`src/rtl/instruction_fetch_stage.sv`:
```
// Instruction fetch stage: owns the PC, addresses the program ROM and fills the IF/ID register.
// Handles stall, flush and redirect. A misaligned or out-of-range fetch sets a sticky fault and halts.
module instruction_fetch_stage #(
  parameter int unsigned              DATA_WIDTH   = 32,
  parameter logic [DATA_WIDTH-1:0]    RESET_PC     = 32'h0040_0000,
  parameter int unsigned              MEMORY_DEPTH = 32,
  parameter logic [DATA_WIDTH-1:0]    NOP_INSTR    = 32'h0000_0013
) (
  input  logic                  clk,
  input  logic                  reset,
  input  logic                  stall,
  input  logic                  flush,
  input  logic                  redirect_valid,
  input  logic [DATA_WIDTH-1:0] redirect_target,
  input  logic [DATA_WIDTH-1:0] instruction_in,
  output logic [DATA_WIDTH-1:0] pc_address,
  output logic [DATA_WIDTH-1:0] if_id_instruction,
  output logic [DATA_WIDTH-1:0] if_id_pc,
  output logic [DATA_WIDTH-1:0] if_id_pc_plus4,
  output logic                  if_id_valid,
  output logic                  fetch_fault,
  output logic [DATA_WIDTH-1:0] fetch_fault_pc,
  output logic [DATA_WIDTH-1:0] fetch_count
);

  localparam logic [DATA_WIDTH-1:0] PC_STEP = DATA_WIDTH'(4);
  localparam logic [DATA_WIDTH-1:0] PC_LAST =
    RESET_PC + DATA_WIDTH'(4 * MEMORY_DEPTH) - DATA_WIDTH'(4);
  localparam logic [DATA_WIDTH-1:0] ZERO    = '0;

  typedef enum logic {
    ST_RUN    = 1'b0,
    ST_HALTED = 1'b1
  } state_e;

  state_e                state_q, state_d;
  logic [DATA_WIDTH-1:0] pc_q, pc_d;
  logic [DATA_WIDTH-1:0] instr_q, instr_d;
  logic [DATA_WIDTH-1:0] id_pc_q, id_pc_d;
  logic [DATA_WIDTH-1:0] id_pc4_q, id_pc4_d;
  logic                  valid_q, valid_d;
  logic                  fault_q, fault_d;
  logic [DATA_WIDTH-1:0] fault_pc_q, fault_pc_d;
  logic [DATA_WIDTH-1:0] count_q, count_d;

  logic [DATA_WIDTH-1:0] pc_plus4;
  logic                  pc_bad;
  logic                  target_misaligned;

  assign pc_plus4          = pc_q + PC_STEP;
  assign pc_bad            = (pc_q < RESET_PC) || (pc_q > PC_LAST) || (pc_q[1:0] != 2'b00);
  assign target_misaligned = redirect_target[1:0] != 2'b00;

  // Next-state logic: faults first, then redirect > flush > stall > normal fetch.
  always_comb begin
    state_d    = state_q;
    pc_d       = pc_q;
    instr_d    = instr_q;
    id_pc_d    = id_pc_q;
    id_pc4_d   = id_pc4_q;
    valid_d    = valid_q;
    fault_d    = fault_q;
    fault_pc_d = fault_pc_q;
    count_d    = count_q;

    if (state_q == ST_RUN) begin
      if (redirect_valid && target_misaligned) begin
        fault_d    = 1'b1;
        fault_pc_d = redirect_target;
        state_d    = ST_HALTED;
        instr_d    = NOP_INSTR;
        id_pc_d    = ZERO;
        id_pc4_d   = ZERO;
        valid_d    = 1'b0;
      end else if (pc_bad) begin
        fault_d    = 1'b1;
        fault_pc_d = pc_q;
        state_d    = ST_HALTED;
        instr_d    = NOP_INSTR;
        id_pc_d    = ZERO;
        id_pc4_d   = ZERO;
        valid_d    = 1'b0;
      end else if (redirect_valid) begin
        pc_d     = redirect_target;
        instr_d  = NOP_INSTR;
        id_pc_d  = ZERO;
        id_pc4_d = ZERO;
        valid_d  = 1'b0;
      end else if (flush) begin
        instr_d  = NOP_INSTR;
        id_pc_d  = ZERO;
        id_pc4_d = ZERO;
        valid_d  = 1'b0;
      end else if (!stall) begin
        instr_d  = instruction_in;
        id_pc_d  = pc_q;
        id_pc4_d = pc_plus4;
        valid_d  = 1'b1;
        pc_d     = pc_plus4;
        count_d  = count_q + DATA_WIDTH'(1);
      end
    end
  end

  always_ff @(posedge clk) begin
    if (reset) begin
      state_q    <= ST_RUN;
      pc_q       <= RESET_PC;
      instr_q    <= NOP_INSTR;
      id_pc_q    <= ZERO;
      id_pc4_q   <= ZERO;
      valid_q    <= 1'b0;
      fault_q    <= 1'b0;
      fault_pc_q <= ZERO;
      count_q    <= ZERO;
    end else begin
      state_q    <= state_d;
      pc_q       <= pc_d;
      instr_q    <= instr_d;
      id_pc_q    <= id_pc_d;
      id_pc4_q   <= id_pc4_d;
      valid_q    <= valid_d;
      fault_q    <= fault_d;
      fault_pc_q <= fault_pc_d;
      count_q    <= count_d;
    end
  end

  assign pc_address        = pc_q;
  assign if_id_instruction = instr_q;
  assign if_id_pc          = id_pc_q;
  assign if_id_pc_plus4    = id_pc4_q;
  assign if_id_valid       = valid_q;
  assign fetch_fault       = fault_q;
  assign fetch_fault_pc    = fault_pc_q;
  assign fetch_count       = count_q;

endmodule

```
`config.mk`:
```
export PLATFORM = sky130hd
export DESIGN_NAME = instruction_fetch_stage
export DESIGN_NICKNAME = d
export VERILOG_FILES = /design/src/rtl/instruction_fetch_stage.sv
export SDC_FILE = /design/constraint.sdc
export NUM_CORES = 1
export LEC_CHECK = 0
export BUFFER_PORTS_ARGS = -buffer_cell sky130_fd_sc_hd__buf_2
export CAP_MARGIN = 20
export CORE_MARGIN = 2
export CORE_UTILIZATION = 45
export DETAILED_ROUTE_END_ITERATION = 7
export PLACE_DENSITY_LB_ADDON = 0.25
export SLEW_MARGIN = 20
export SYNTH_ARGS = -nofsm -noshare
export SYNTH_HDL_FRONTEND = slang
export SYNTH_SLANG_ARGS = --single-unit
```
`constraint.sdc`:
```
create_clock -name clk -period 3.05 [get_ports clk]
set_input_delay 0.305 -clock clk [delete_from_list [all_inputs] [get_ports clk]]
set_output_delay 0.305 -clock clk [all_outputs]
set_load 0.01 [all_outputs]
```
==> impl_results.md <==
- EDFF count, synth: 0
- Post-synth top area share: 0.532
- First-pass GRT wire length: 29.2 mm
- Min-delay src: instruction_in[5]
- Largest net degree at the start of global routing: 96
- Synthesized instance count: 764
- Crit path top cell by count: or4_1
- Critical-path maximum fanout: 28
- # fillers: 1404
- Synth warn: 0
- Hold Path Class: in -> reg
- Cell taking the most area after synthesis: dfxtp_1
- Met1 Wirelength: 8.50 mm
- Hold slack: 0.0758 ns
- Worst path cell trace: or4_1, o41a_1, or4_1, buf_4, or4_1, a21oi_1
- Critical path endpoint category: register
- TritonCTS buffer count: 17
- Fin area: 9440 um^2
- TritonRoute pass-1 iters: 4
- Min-Delay Endpoint: if_id_instruction[5]
- P_leak: 4.32 nW
- Relative slew slack: 0.408
- Mux contribution to synthesized area: 0.0458
- Met2 Wirelength: 9.27 mm
- # Post-CTS Setup Buffers: 0
- Layout cells sized above 1: 0.313
- CTS root buf: clkbuf_16
- Final hold vios: 0
- Iteration-0 DRC Markers: 351
- Critical Path AT: 3.23 ns
- Routed Antenna Nets: 0
- Routed WL: 19.2 mm
- Post-synthesis sequential area ratio: 0.532
- RSZ-0062 raised after global routing: no
- Crit share post-route: 0.941
- Largest family of logic cells by synthesized area: compound AO/OA/AOI/OAI gates
- Critical path startpoint category: register
- Vias: 6438
- Port Buffer Count: 262
- Dpl hpwl: 13.2 mm
- Post-layout minimum cycle time: 2.87 ns
- Htree depth: 4
- Drt drc: 0
- Final Max Slew Viols: 0
- Post-Synth Simple-Gate Area: 0.185
- Gpl congestion: 0.830
- Post-synthesis cell area: 7270 um^2
- Worst skew pair latency: 0.43 ns
- Flop-to-flop setup slack: 0.18 ns
- Synth Net Count: 835
- Synth cell types: 49
- CP top delay family: simple AND/OR/NAND/NOR gates
- # rows: 46
- Antenna violations before repair: 1
- Crit-path slowest cell: or4_1
- Placed Cells: 1202
- Worst Path Required: 3.41 ns
- WS Path Type: reg -> reg
- Synth top area cells: dfxtp_1, a22o_1, and2_1
- Die width: 131 um
- Max_cap viols: 0
- Tightest Pin Transition: 0.889 ns
- TritonCTS clock tree: yes
- Crit path buf inv count: 1
- Die H: 131 um
- Synth cell count leaders: dfxtp_1, nor2_1, clkbuf_1, and2_1, nand2_1
- Reg-to-reg endpoint: fetch_count[22]
- Layout Skew: 0.0161 ns
- Overflow left after global routing: 0
- Xor-xnor portion of the synthesized cell area: 0.00723
- Initial Util: 0.459
- Highest Clock Rate: 0.348 GHz
- Top-count cell post-synth: dfxtp_1
- Final Non-Filler Cells: 1237
- Clock Pin Slew Worst Setup and Hold Paths: 0.08 ns
- Adder-cell share of the synthesized area: 0.00344
- CTS resizes: 0
- Met3 wire length: 1.10 mm
- Core area: 15800 um^2
- Die ar.: 17200 um^2
- Max clock buf depth: 2
- Hold depth: 2
- Sink Count: 193
- Nets: 1076
- Pwr dens: 719 nW/um^2
- Final setup viols: 0
- Syn-to-layout area delta: 29.9%
- Post-DP Area: 8810 um^2
- Vias in the first global route: 5663
- FF-to-FF path depth: 6
- CTS Hold Bufs: 0
- Vias per Instance: 5.20
- Drt wl/cell: 15.5 um
- Top-Level Pins: 263
- Seq cells post-synth: 193
- Status: completed
- Total track usage: 0.215
- Compound-cell area share of the yosys netlist: 0.188
- Top Metal Used: met4
- Setup TNS: 0 ns
- Origin of the critical flop-to-flop path: pc_address[14]
- Leading register cell type out of synthesis: dfxtp_1
- Async SR Flop Fraction: 0
- Maximum VDD drop: 0.487 mV
- Syn avg cell area: 9.51 um^2
- Max incr delay on CP: 0.54 ns
## through the flow
stage	utilization	worst slack (ns)	power, mW
after floorplan	-	0.231	3.95
after global placement	0.557	0.261	4.60
after detailed placement	0.557	0.227	4.62
after CTS	0.596	0.188	6.86
after global routing	0.596	0.0845	7.13
final	0.596	0.180	6.79
## report_power, final
| part | switching [mW] | internal, mW | leakage [nW] |
|---|---|---|---|
| combinational | 0.958 | 0.615 | 2.46 |
| clock | 1.12 | 1.12 | 0.293 |
| sequential | 0.180 | 2.80 | 1.56 |
## per-layer routing
| metal | up-vias | track usage |
|---|---|---|
| li1 | 3255 | - |
| met1 | 2979 | 0.287 |
| met2 | 185 | 0.338 |
| met3 | 19 | 0.0540 |
| met4 | 0 | 0.0826 |
| met5 | - | 0 |
## cells in the final DEF (no fill, tap or decap), types with 2 or more instances in the layout
master	count
a21o_1	3
a311oi_1	2
o31ai_1	26
nand3_1	16
diode_2	3
nand4_1	16
clkinv_4	3
nor2b_1	4
inv_8	3
and2_1	51
or3_1	11
and4_1	2
a211oi_1	30
a2bb2oi_1	3
buf_2	261
inv_1	14
xnor2_1	3
mux2_2	2
a21oi_1	46
ha_1	2
buf_4	16
o41ai_1	2
nand2_1	50
xor2_1	3
nor2_1	72
nor3_1	6
a32o_1	2
o21ai_0	19
dfxtp_1	193
o2bb2ai_1	2
a31oi_1	10
clkinv_8	7
o21a_1	4
a22o_1	38
buf_12	2
or4_1	21
nor4_1	6
mux2i_1	31
clkbuf_16	17
## cell type report
class / count / area, um^2 / area share
repair buffers: 279 / 1470 / 0.155
flip-flops and latches: 193 / 3860 / 0.409
multi-input cells: 500 / 3160 / 0.335
diodes: 3 / 7.51 / 0.000795
inverters: 14 / 52.6 / 0.00557
well taps: 216 / 270 / 0.0286
clock buffers: 17 / 425 / 0.0451
clock inverters: 15 / 190 / 0.0202
## sequential cells by signal, indices dropped and copies added (netlist names)
register,flops
fetch_fault_pc,32
fetch_fault,1
if_id_valid,1
if_id_pc_plus4,30
state_q,1
fetch_count,32
if_id_instruction,32
if_id_pc,32
pc_address,32
## logic make-up after synthesis
family | Yosys count
AOI/OAI and AO/OA | 196
xor gates and xnor gates | 6
adders and majority gates | 2
buffers and inverters | 71
DFF | 193
muxes | 33
and+or+nand+nor | 263
## how the worst max path moves through the flow
stage	slack, ns	end	cells past startpoint	from
finish	0.18	fetch_count[22]	6	pc_address[14]
global route	0.08	fetch_count[18]	6	pc_address[14]
CTS	0.19	fetch_count[22]	6	pc_address[14]
detailed placement	0.23	fetch_count[21]	6	pc_address[14]
global placement	0.26	fetch_count[21]	6	pc_address[12]
floorplan	0.23	fetch_count[30]	7	pc_address[12]
(Power assumes the default switching activity.)
